`src/rtl/iob_ram_t2p_be_arb.sv`:
```
`default_nettype none
// +----------------------------------------------------------------------------+
// | iob_ram_t2p_be_arb: zero-fill sequencer and per-port round-robin arbiter    |
// | for a two-requester, byte-strobe, one-read/one-write-port RAM.              |
// | Revision: 1.0                                                               |
// +----------------------------------------------------------------------------+
module iob_ram_t2p_be_arb #(
  parameter int ADDR_W         = 10,
  parameter int DATA_W         = 32,
  parameter bit CLEAR_ON_RESET = 1'b1
) (
  input  logic                  clk_i,
  input  logic                  arst_i,
  input  logic                  clr_start_i,
  output logic                  busy_o,
  input  logic                  a_valid_i,
  input  logic [ADDR_W-1:0]     a_addr_i,
  input  logic [DATA_W-1:0]     a_wdata_i,
  input  logic [DATA_W/8-1:0]   a_wstrb_i,
  output logic                  a_ready_o,
  output logic                  a_rvalid_o,
  output logic [DATA_W-1:0]     a_rdata_o,
  input  logic                  b_valid_i,
  input  logic [ADDR_W-1:0]     b_addr_i,
  input  logic [DATA_W-1:0]     b_wdata_i,
  input  logic [DATA_W/8-1:0]   b_wstrb_i,
  output logic                  b_ready_o,
  output logic                  b_rvalid_o,
  output logic [DATA_W-1:0]     b_rdata_o,
  output logic                  ram_r_en_o,
  output logic [ADDR_W-1:0]     ram_r_addr_o,
  input  logic [DATA_W-1:0]     ram_r_data_i,
  output logic [DATA_W/8-1:0]   ram_w_strb_o,
  output logic [ADDR_W-1:0]     ram_w_addr_o,
  output logic [DATA_W-1:0]     ram_w_data_o
);

  localparam int c_STRB_W = DATA_W / 8;

  typedef enum logic [0:0] {
    ST_CLEAR = 1'b0,
    ST_RUN   = 1'b1
  } state_t;

  state_t            r_state;
  logic [ADDR_W-1:0] r_cnt;
  logic              r_rd_ptr;   // 0 = A has priority, 1 = B
  logic              r_wr_ptr;
  logic              r_a_rvalid;
  logic              r_b_rvalid;

  logic w_run;
  logic w_a_rd, w_a_wr, w_b_rd, w_b_wr;
  logic w_rd_gnt_a, w_rd_gnt_b, w_wr_gnt_a, w_wr_gnt_b;

  assign w_run  = (r_state == ST_RUN);
  assign w_a_rd = a_valid_i & ~(|a_wstrb_i);
  assign w_a_wr = a_valid_i &  (|a_wstrb_i);
  assign w_b_rd = b_valid_i & ~(|b_wstrb_i);
  assign w_b_wr = b_valid_i &  (|b_wstrb_i);

  // The pointer only decides when both requesters compete for the same port.
  assign w_rd_gnt_a = w_run & w_a_rd & (~w_b_rd | ~r_rd_ptr);
  assign w_rd_gnt_b = w_run & w_b_rd & (~w_a_rd |  r_rd_ptr);
  assign w_wr_gnt_a = w_run & w_a_wr & (~w_b_wr | ~r_wr_ptr);
  assign w_wr_gnt_b = w_run & w_b_wr & (~w_a_wr |  r_wr_ptr);

  assign a_ready_o    = w_rd_gnt_a | w_wr_gnt_a;
  assign b_ready_o    = w_rd_gnt_b | w_wr_gnt_b;
  assign busy_o       = ~w_run;
  assign a_rvalid_o   = r_a_rvalid;
  assign b_rvalid_o   = r_b_rvalid;
  assign a_rdata_o    = ram_r_data_i;
  assign b_rdata_o    = ram_r_data_i;
  assign ram_r_en_o   = w_rd_gnt_a | w_rd_gnt_b;
  assign ram_r_addr_o = w_rd_gnt_b ? b_addr_i : a_addr_i;

  always_comb begin
    ram_w_strb_o = '0;
    ram_w_addr_o = r_cnt;
    ram_w_data_o = '0;
    if (!w_run) begin
      ram_w_strb_o = {c_STRB_W{1'b1}};
    end else if (w_wr_gnt_a) begin
      ram_w_strb_o = a_wstrb_i;
      ram_w_addr_o = a_addr_i;
      ram_w_data_o = a_wdata_i;
    end else if (w_wr_gnt_b) begin
      ram_w_strb_o = b_wstrb_i;
      ram_w_addr_o = b_addr_i;
      ram_w_data_o = b_wdata_i;
    end
  end

  always_ff @(posedge clk_i or posedge arst_i) begin
    if (arst_i) begin
      r_state    <= CLEAR_ON_RESET ? ST_CLEAR : ST_RUN;
      r_cnt      <= '0;
      r_rd_ptr   <= 1'b0;
      r_wr_ptr   <= 1'b0;
      r_a_rvalid <= 1'b0;
      r_b_rvalid <= 1'b0;
    end else begin
      r_a_rvalid <= w_rd_gnt_a;
      r_b_rvalid <= w_rd_gnt_b;
      if (w_rd_gnt_a | w_rd_gnt_b) begin
        if (w_a_rd & w_b_rd) r_rd_ptr <= ~r_rd_ptr;
      end
      if (w_wr_gnt_a | w_wr_gnt_b) begin
        if (w_a_wr & w_b_wr) r_wr_ptr <= ~r_wr_ptr;
      end
      case (r_state)
        ST_CLEAR: begin
          r_cnt <= r_cnt + 1'b1;
          if (r_cnt == {ADDR_W{1'b1}}) r_state <= ST_RUN;
        end
        default: begin
          if (clr_start_i) begin
            r_state <= ST_CLEAR;
            r_cnt   <= '0;
          end
        end
      endcase
    end
  end

endmodule
`default_nettype wire

```
`config.mk`:
```
export PLATFORM = sky130hd
export DESIGN_NAME = iob_ram_t2p_be_arb
export DESIGN_NICKNAME = d
export VERILOG_FILES = /design/src/rtl/iob_ram_t2p_be_arb.sv
export SDC_FILE = /design/constraint.sdc
export NUM_CORES = 1
export LEC_CHECK = 0
export BUFFER_PORTS_ARGS = -buffer_cell sky130_fd_sc_hd__clkbuf_2
export CORE_AREA = 4 4 96 98
export CTS_BUF_LIST = sky130_fd_sc_hd__clkbuf_16
export DETAILED_ROUTE_END_ITERATION = 12
export DIE_AREA = 0 0 100 102
export PLACE_DENSITY_LB_ADDON = 0.08
export SLEW_MARGIN = 10
export SYNTH_ARGS = -nofsm -noshare
export SYNTH_HDL_FRONTEND = slang
export SYNTH_SLANG_ARGS = --single-unit
```
`constraint.sdc`:
```
create_clock -name clk_i -period 5.5 [get_ports clk_i]
set_clock_uncertainty 0.1 [all_clocks]
set_input_delay 0.825 -clock clk_i [delete_from_list [all_inputs] [get_ports clk_i]]
set_output_delay 0.825 -clock clk_i [all_outputs]
set_load 0.02 [all_outputs]
```
==> reports/metrics.csv, run 1 <==
stage,metric,value,unit
cells_and_area,Syn-to-layout area delta,22.3,%
synthesis,post-synthesis simple-gate area fraction,0.142,
drt,DRC,0,
worst_setup_path,worst reg2reg path depth,4,
clock_network,hold_buf cts,0,
run,Max Cap Viol,0,
sta,Max Freq,269,MHz
synthesis,mux share of post-synthesis cell area,0.0598,
worst_setup_path,"Max FO, Critical Path",41,
clock_network,Longest Clk Path Bufs,2,
sta,Worst-Margin Slew,0.743,ns
sta,setup violators final,0,
synthesis,largest family of logic cells by synthesized area,compound AO/OA/AOI/OAI gates,
synthesis,Synth Flop Type,dfrtp_1,
synthesis,Post-synth EDFFs,0,
outcome,status,completed,
hold_path,Hold Path End,r_rd_ptr$_DFFE_PP0P_,
drt,post-route ant nets,0,
clock_network,CTS buffer count,3,
cells_and_area,diode count,0,
sta,Final Hold Viols,0,
synthesis,post-synth top area share,0.245,
synthesis,xor/xnor cell area share of the yosys netlist,0.0128,
synthesis,sequential area share after synthesis,0.183,
synthesis,"top cells by area, synth","buf_4 25%, dfrtp_1 18%, a22o_1 14%",
hold_path,hold path start,r_rd_ptr$_DFFE_PP0P_,
placed_design,GPL Wtd Cong,0.762,
synthesis,Syn. warnings,0,
drt,drt first pass iters,4,
worst_setup_path,CP Class,reg2out,
synthesis,Post-synth ARST share,1.00,
placed_design,HPWL after DPL,6.50,mm
sta,setup TNS,0,ns
floorplanning,starting density of the core,0.242,
synthesis,mean cell area of the mapped netlist,8.43,sq um
synthesis,"Distinct cells, synth",44,
floorplanning,row cnt,34,
cells_and_area,"commonest non-fill, non-tap cell in the layout",clkbuf_2,
global_route,vias in the first global route,2087,
clock_network,Resized Gates After CTS,0,
clock_network,post-CTS setup buffer count,0,
power,power per cell area,218,mW/mm^2
floorplanning,die span in x,100,um
cells_and_area,FILL cells,947,
power,Max rail drop VDD,0.108,mV
sta,crit path time final,3.72,ns
clock_network,Root Buffer,clkbuf_16,
drt,post-DR wirelength/cell,18.0,um
synthesis,synthesized cell area,0.00205,sq mm
synthesis,Synth Instances,243,
clock_network,CTS tree,built,
worst_setup_path,worst path required time,4.58,ns
synthesis,compound-cell area share of the yosys netlist,0.303,
placed_design,Port Buffers,158,
worst_setup_path,register-to-register setup slack,3.29,ns
sta,Final Cycle Share,0.676,
worst_setup_path,RR Startpoint,r_state$_DFF_PP0_,
cells_and_area,Multi-input gate area,0.00108,sq mm
sta,Relative slew margins,0.505,
power,P_leak,1.29,nW
clock_network,CTS H-tree lvls,1,
synthesis,leading area contributor after synthesis,buf_4,
sta,RSZ-0062 raised after global routing,no,
drt,vias per cell,4.83,
clock_network,total clock sinks,15,
synthesis,post-synthesis adder-cell area fraction,0.00611,
drt,DR iter-0 viols,56,
global_route,first-pass GRT wire length,11.6,mm
floorplanning,I/O pins,255,
global_route,largest net degree at the start of global routing,42,
drt,DR vias,2110,
cells_and_area,sequential cell area,375,sq um
global_route,initial antenna violation count,0,
cells_and_area,share of cells above drive strength 1,0.581,
drt,Total Routed Length,7.85,mm
floorplanning,Die ar.,0.0102,sq mm
sta,fin. max-slew vios,0,
synthesis,Synth Register Bits,15,
clock_network,clock transition at the registers of the reported paths,0.05,ns
global_route,Overflow after GRT,0,
hold_path,worst hold path class,reg2reg,
clock_network,clk_lat worst skew,0.25,ns
worst_setup_path,Worst Path Arrival,2.79,ns
worst_setup_path,CP startpoint kind,register,
hold_path,Hold Path Depth,1,
sta,Worst Hold Slack,0.399,ns
floorplanning,CORE AREA,0.00847,sq mm
synthesis,Syn Nets,373,
worst_setup_path,crit end category,primary output,
worst_setup_path,worst reg2reg path endpoint,r_cnt[6]$_DFFE_PP0P_,
cells_and_area,"commonest cells after routing, fill and taps aside","158 x clkbuf_2, 32 x a22o_1, 16 x nand2_1",
floorplanning,Chip Height,102,um
cells_and_area,"Net count, final",460,
cells_and_area,"Core Util, Final",0.296,
global_route,gr usage total,0.146,
## final cells by class
cell class	count	area share
Multi-Input combinational cell	144	0.432
Timing Repair Buffer	162	0.327
Sequential cell	15	0.150
Tap cell	108	0.0539
Clock buffer	3	0.0299
Inverter	4	0.00599
Clock inverter	1	0.00150
## metal layers
metal | global-route usage | part of all wire
met4 | 0.0301 | 0.012
met1 | 0.180 | 0.42
met3 | 0.0348 | 0.084
met5 | 0 | 0
met2 | 0.259 | 0.48
## critical path, cell delays in order, from the launching register on
cell and delay [ns]:
dfrtp_1 0.82, inv_1 0.42, a211oi_4 0.31, buf_4 0.42
or2b_1 0.26, o221a_2 0.12, clkbuf_2 0.15
## cell families (layout without fill, tap and decap cells)
group / after synthesis / in the layout
fa+ha+maj: 1 / 1
compound gates: 76 / 76
flops: 15 / 15
mux: 11 / 11
xor+xnor: 3 / 3
simple gates: 53 / 53
buf+inv: 84 / 170
## synthesized netlist by cell type, types with 2 or more instances
cell and count:
a31oi_1 5, nor2b_1 2, nor4_1 2, o41ai_1 2
nand3_1 6, mux2_2 10, or2_2 2, dfrtp_1 15
inv_1 4, clkbuf_1 5, or2b_1 7, buf_4 67
o31ai_1 4, nand2b_1 4, o221a_2 10, buf_2 3
and3_1 2, xnor2_1 2, a21oi_1 8, nand2_1 16
nor2_1 4, buf_6 4, o21ai_0 7, a22o_1 32
## stage by stage
stage / cells / worst slack (ns) / instance area (sq um) / power [W]
finish: 437 / 1.78 / 2510 / 0.000546
global route: 437 / 1.51 / 2510 / 0.000588
CTS: 437 / 1.76 / 2510 / 0.000556
detailed placement: 433 / 1.83 / 2430 / 0.000408
global placement: 433 / 1.86 / 2430 / 0.000409
floorplan: 243 / 2.41 / 2050 / 0.000382
## state kept, by name, summed over array words and instances (netlist names)
register / flops
r_rd_ptr: 1
b_rvalid_o: 1
a_rvalid_o: 1
r_state: 1
r_wr_ptr: 1
r_cnt: 10
## worst max path at each step
stage / start / endpoint / depth (start not counted)
6_report: r_state$_DFF_PP0_ / ram_w_addr_o[2] / 6
5_1_grt: r_state$_DFF_PP0_ / ram_w_addr_o[4] / 6
3_3_place_gp: a_wstrb_i[0] / ram_w_addr_o[2] / 7
2_1_floorplan: a_wstrb_i[0] / ram_w_data_o[10] / 5
3_5_place_dp: a_wstrb_i[0] / ram_w_addr_o[2] / 7
4_1_cts: r_state$_DFF_PP0_ / ram_w_addr_o[5] / 6
## power breakdown
part	switching [W]	internal [W]	leakage, nW
Clock	0.0000465	0.0000965	0.0423
Sequential	0.0000482	0.000140	0.189
Combinational	0.000111	0.000104	1.06
Total	0.000206	0.000340	1.29
Note: power is estimated with default switching activity, not from simulation.
==> run 2: changes to the inputs <==
--- a/config.mk
+++ b/config.mk
@@ -6,10 +6,10 @@
 export NUM_CORES = 1
 export LEC_CHECK = 0
 export BUFFER_PORTS_ARGS = -buffer_cell sky130_fd_sc_hd__clkbuf_2
-export CORE_AREA = 4 4 96 98
+export CORE_AREA = 4 4 97 99
 export CTS_BUF_LIST = sky130_fd_sc_hd__clkbuf_16
 export DETAILED_ROUTE_END_ITERATION = 12
-export DIE_AREA = 0 0 100 102
+export DIE_AREA = 0 0 101 103
 export PLACE_DENSITY_LB_ADDON = 0.08
 export SLEW_MARGIN = 10
 export SYNTH_ARGS = -nofsm -noshare
==> constraint.sdc (replaced) <==
create_clock -name clk_i -period 3.67 [get_ports clk_i]
set_clock_uncertainty 0.1 [all_clocks]
set_input_delay 0.5505 -clock clk_i [delete_from_list [all_inputs] [get_ports clk_i]]
set_output_delay 0.5505 -clock clk_i [all_outputs]
set_load 0.02 [all_outputs]
==> reports/metrics.csv, run 2 (synthesis gave the netlist of run 1 again) <==
stage,metric,value,unit
power,Reg power frac,0.347,
outcome,status,completed,
placed_design,Cell Count Post-Placement,435,
cells_and_area,Finished Cell Area,0.00254,sq mm
sta,RSZ-0062 raised after global routing,no,
cells_and_area,"commonest non-fill, non-tap cell in the layout",clkbuf_2,
worst_setup_path,CP Class,in2out,
placed_design,pre-CTS setup slack,0.681,ns
global_route,initial antenna violation count,0,
cells_and_area,Multi-input gate area,0.00108,sq mm
clock_network,post-CTS setup buffer count,0,
sta,crit path time final,2.96,ns
clock_network,Resized Gates After CTS,0,
sta,Final Cycle Share,0.807,
sta,Max Freq,338,MHz
floorplanning,Chip Height,103,um
clock_network,hold_buf cts,0,
clock_network,CTS tree,built,
drt,drt first pass iters,4,
power,fraction of power spent switching nets,0.374,
cells_and_area,max FFs per register,10,
worst_setup_path,CP startpoint kind,input pin,
clock_network,clk_lat worst skew,0.25,ns
clock_network,Longest Clk Path Bufs,2,
power,power per cell area,322,mW/mm^2
power,P_leak,1.30,nW
drt,DR iter-0 viols,53,
clock_network,Root Buffer,clkbuf_16,
clock_network,clock transition at the registers of the reported paths,0.05,ns
worst_setup_path,crit end category,primary output,
global_route,largest net degree at the start of global routing,39,
global_route,gr usage total,0.129,
drt,DR vias,2073,
floorplanning,I/O pins,255,
sta,setup TNS,0,ns
global_route,first-pass GRT wire length,10.8,mm
sta,Worst-Margin Slew,0.641,ns
drt,post-route ant nets,0,
sta,Final Hold Viols,0,
sta,fin. max-slew vios,0,
power,Comb pwr share,0.391,
cells_and_area,FILL cells,945,
cells_and_area,"Net count, final",462,
run,Max Cap Viol,0,
global_route,vias in the first global route,1989,
cells_and_area,Largest Register,r_cnt,
floorplanning,starting density of the core,0.240,
power,net switching power,0.000305,W
sta,setup violators final,0,
floorplanning,die span in x,101,um
cells_and_area,diode count,0,
power,P_int,0.000511,W
sta,setup ws final,0.710,ns
worst_setup_path,Worst Path Arrival,2.31,ns
drt,vias per cell,4.72,
floorplanning,CORE AREA,0.00855,sq mm
clock_network,total clock sinks,15,
worst_setup_path,"Max FO, Critical Path",12,
floorplanning,Die ar.,0.0104,sq mm
placed_design,HPWL after DPL,5.97,mm
hold_path,worst hold path class,in2async,
placed_design,GPL Wtd Cong,0.726,
floorplanning,row cnt,34,
global_route,Overflow after GRT,0,
drt,Total Routed Length,7.41,mm
cells_and_area,Syn-to-layout area delta,23.7,%
power,Max rail drop VDD,0.232,mV
clock_network,CTS buffer count,3,
placed_design,Placed Area,0.00246,sq mm
cells_and_area,sequential cell area,375,sq um
sta,Relative slew margins,0.573,
cells_and_area,Non-Filler Instances,439,
power,clock share of power,0.262,
placed_design,Port Buffers,158,
clock_network,CTS H-tree lvls,1,
drt,DRC,0,
cells_and_area,"commonest cells after routing, fill and taps aside","158 x clkbuf_2, 32 x a22o_1, 16 x nand2_1",
cells_and_area,share of cells above drive strength 1,0.586,
drt,post-DR wirelength/cell,16.9,um
worst_setup_path,worst path required time,3.02,ns
[run 2: changes by cell type in the layout (fill, tap and decap cells not counted)]
cell,change
buf_12,+1
buf_4,+1
clkinv_2,+1
inv_1,-1
[run 2: final timing paths]
path                       depth (start not counted)                    to  slack (ns)            startpoint
min in group clk_i                                 1  r_rd_ptr$_DFFE_PP0P_        0.39  r_rd_ptr$_DFFE_PP0P_
hold / removal                                     2     r_state$_DFF_PP0_        0.26                arst_i
max in group asynchronous                          2  r_cnt[2]$_DFFE_PP0P_        2.79                arst_i
setup reg to reg                                   5  r_cnt[8]$_DFFE_PP0P_        1.97  r_cnt[0]$_DFFE_PP0P_
setup / recovery                                   6       ram_r_addr_o[8]        0.71          b_wstrb_i[0]
hold reg to reg                                    1  r_rd_ptr$_DFFE_PP0P_        0.39  r_rd_ptr$_DFFE_PP0P_
[run 2: metal layers]
| layer | wire length, um | up-vias | global-route usage |
|---|---|---|---|
| met2 | 3670 | 100 | 0.226 |
| met5 | 0 | - | 0 |
| met3 | 758 | 13 | 0.0359 |
| li1 | - | 1010 | - |
| met1 | 2930 | 950 | 0.161 |
| met4 | 51 | 0 | 0.0174 |
[run 2: layout make-up]
| type | instances | area share |
|---|---|---|
| Clock inverter | 1 | 0.00197 |
| Timing Repair Buffer | 164 | 0.334 |
| Sequential cell | 15 | 0.148 |
| Tap cell | 108 | 0.0533 |
| Clock buffer | 3 | 0.0296 |
| Multi-Input combinational cell | 144 | 0.427 |
| Inverter | 4 | 0.00592 |
[run 2: critical path, cell delays in order]
cell and delay [ns]:
clkbuf_2 0.11, nor4_1 0.37, and2_1 0.20, o211a_1 0.51
mux2_2 0.40, clkbuf_2 0.15
[run 2: power by group through the flow]
stage	Combinational, W	Clock, W	Sequential (W)
6_report	0.000319	0.000214	0.000283
5_1_grt	0.000352	0.000233	0.000296
4_1_cts	0.000324	0.000222	0.000282
3_5_place_dp	0.000321	0	0.000285
3_3_place_gp	0.000321	0	0.000285
2_1_floorplan	0.000326	0	0.000246
[run 2: through the flow]
stage	hold WS (ns)	util	power [W]
finish	0.265	0.297	0.000816
global route	0.323	0.297	0.000882
CTS	0.301	0.297	0.000828
detailed placement	0.383	0.287	0.000606
global placement	0.392	0.287	0.000606
floorplan	0.352	-	0.000572
==> run 3: changes to the inputs <==
==> constraint.sdc (replaced) <==
create_clock -name clk_i -period 2.8 [get_ports clk_i]
set_clock_uncertainty 0.1 [all_clocks]
set_input_delay 0.42 -clock clk_i [delete_from_list [all_inputs] [get_ports clk_i]]
set_output_delay 0.42 -clock clk_i [all_outputs]
set_load 0.02 [all_outputs]
==> reports/metrics.csv, run 3 (synthesis gave the netlist of run 1 again) <==
stage,metric,value,unit
outcome,status,completed,
placed_design,HPWL after DPL,6.13,mm
worst_setup_path,crit end category,primary output,
worst_setup_path,critical-path cell list,clkbuf_2 -> o41a_1 -> a211oi_4 -> buf_12 -> or2b_1 -> o221a_2 -> clkbuf_2,
placed_design,GPL Wtd Cong,0.746,
global_route,Overflow after GRT,0,
sta,Relative slew margins,0.561,
sta,Max Freq,381,MHz
cells_and_area,Syn-to-layout area delta,26.0,%
power,P_leak,1.32,nW
clock_network,CTS H-tree lvls,1,
worst_setup_path,worst path required time,2.28,ns
sta,RSZ-0062 raised after global routing,no,
floorplanning,CORE AREA,0.00855,sq mm
sta,setup violators final,0,
sta,Final Cycle Share,0.936,
sta,Worst-Margin Slew,0.658,ns
global_route,gr usage total,0.127,
cells_and_area,share of cells above drive strength 1,0.587,
cells_and_area,Largest Register,r_cnt,
clock_network,total clock sinks,15,
worst_setup_path,Worst Path Arrival,2.10,ns
worst_setup_path,worst reg2reg path endpoint,r_cnt[8]$_DFFE_PP0P_,
worst_setup_path,Worst path depth,7,
sta,Final Hold Viols,0,
drt,DR vias,2077,
cells_and_area,max FFs per register,10,
worst_setup_path,CP Class,in2out,
drt,DR iter-0 viols,40,
floorplanning,I/O pins,255,
clock_network,clock transition at the registers of the reported paths,0.05,ns
clock_network,Root Buffer,clkbuf_16,
sta,setup TNS,0,ns
worst_setup_path,RR Startpoint,r_cnt[0]$_DFFE_PP0P_,
worst_setup_path,family with the most delay on the worst path,compound AO/OA/AOI/OAI gates,
global_route,largest net degree at the start of global routing,34,
floorplanning,Die ar.,0.0104,sq mm
clock_network,Longest Clk Path Bufs,2,
worst_setup_path,"Max FO, Critical Path",30,
drt,Total Routed Length,7.44,mm
power,power per cell area,412,mW/mm^2
worst_setup_path,CP startpoint kind,input pin,
worst_setup_path,register-to-register setup slack,1.12,ns
global_route,vias in the first global route,2018,
global_route,initial antenna violation count,0,
worst_setup_path,Worst path max stage delay,0.50,ns
run,Max Cap Viol,0,
floorplanning,starting density of the core,0.240,
power,Max rail drop VDD,0.378,mV
clock_network,CTS buffer count,3,
sta,crit path time final,2.62,ns
worst_setup_path,cell mode on critical path,clkbuf_2,
cells_and_area,"Net count, final",465,
worst_setup_path,worst reg2reg path depth,5,
clock_network,hold_buf cts,0,
floorplanning,die span in x,101,um
placed_design,Cell Count Post-Placement,438,
drt,post-DR wirelength/cell,16.8,um
clock_network,clk_lat worst skew,0.24,ns
floorplanning,Chip Height,103,um
clock_network,Resized Gates After CTS,0,
clock_network,post-CTS setup buffer count,0,
worst_setup_path,slowest CP cell,o41a_1,
drt,drt first pass iters,4,
hold_path,worst hold path class,in2async,
floorplanning,row cnt,34,
drt,DRC,0,
cells_and_area,"commonest non-fill, non-tap cell in the layout",clkbuf_2,
sta,fin. max-slew vios,0,
cells_and_area,"commonest cells after routing, fill and taps aside","158 x clkbuf_2, 32 x a22o_1, 16 x nand2_1",
placed_design,Port Buffers,158,
drt,vias per cell,4.70,
clock_network,CTS tree,built,
cells_and_area,diode count,0,
cells_and_area,Non-Filler Instances,442,
drt,post-route ant nets,0,
worst_setup_path,Bufs and invs on worst path,3,
global_route,first-pass GRT wire length,10.5,mm
## run 3: layout make-up
cell class                      instances  area (sq um)
Clock buffer                            3          75.1
Clock inverter                          1          3.75
Fill cell                             985          5970
Inverter                                4          15.0
Multi-Input combinational cell        144          1080
Sequential cell                        15           375
Tap cell                              108           135
Timing Repair Buffer                  167           896
## run 3: metal layers
| metal | share of wire | vias up | global-route usage |
|---|---|---|---|
| li1 | - | 1014 | - |
| met1 | 0.38 | 949 | 0.149 |
| met2 | 0.51 | 101 | 0.234 |
| met3 | 0.11 | 13 | 0.0372 |
| met4 | 0.0069 | 0 | 0.0164 |
| met5 | 0 | - | 0 |
## run 3: worst max-delay path by stage
stage                      start                to
floorplan           a_wstrb_i[0]  ram_w_data_o[10]
global placement    a_wstrb_i[0]   ram_w_addr_o[3]
detailed placement  a_wstrb_i[0]   ram_w_addr_o[5]
CTS                 a_wstrb_i[0]   ram_w_addr_o[5]
global route        a_wstrb_i[0]   ram_w_addr_o[4]
finish              a_wstrb_i[0]   ram_w_addr_o[5]
## run 3: through the flow
stage / setup WS, ns / instance area (sq um) / hold WS [ns] / total power (W) / utilization
floorplan: 0.518 / 2050 / 0.221 / 0.000750 / -
global placement: 0.183 / 2500 / 0.390 / 0.000792 / 0.293
detailed placement: 0.164 / 2500 / 0.389 / 0.000794 / 0.293
CTS: 0.160 / 2580 / 0.171 / 0.00108 / 0.302
global route: 0.0815 / 2580 / 0.208 / 0.00115 / 0.302
finish: 0.178 / 2580 / 0.144 / 0.00107 / 0.302
## run 3: report_power, final
| part | total, W | internal (W) | switching (W) |
|---|---|---|---|
| Clock | 0.000279 | 0.000189 | 0.0000892 |
| Sequential | 0.000369 | 0.000275 | 0.0000946 |
| Combinational | 0.000417 | 0.000204 | 0.000213 |
| Total | 0.00107 | 0.000668 | 0.000397 |
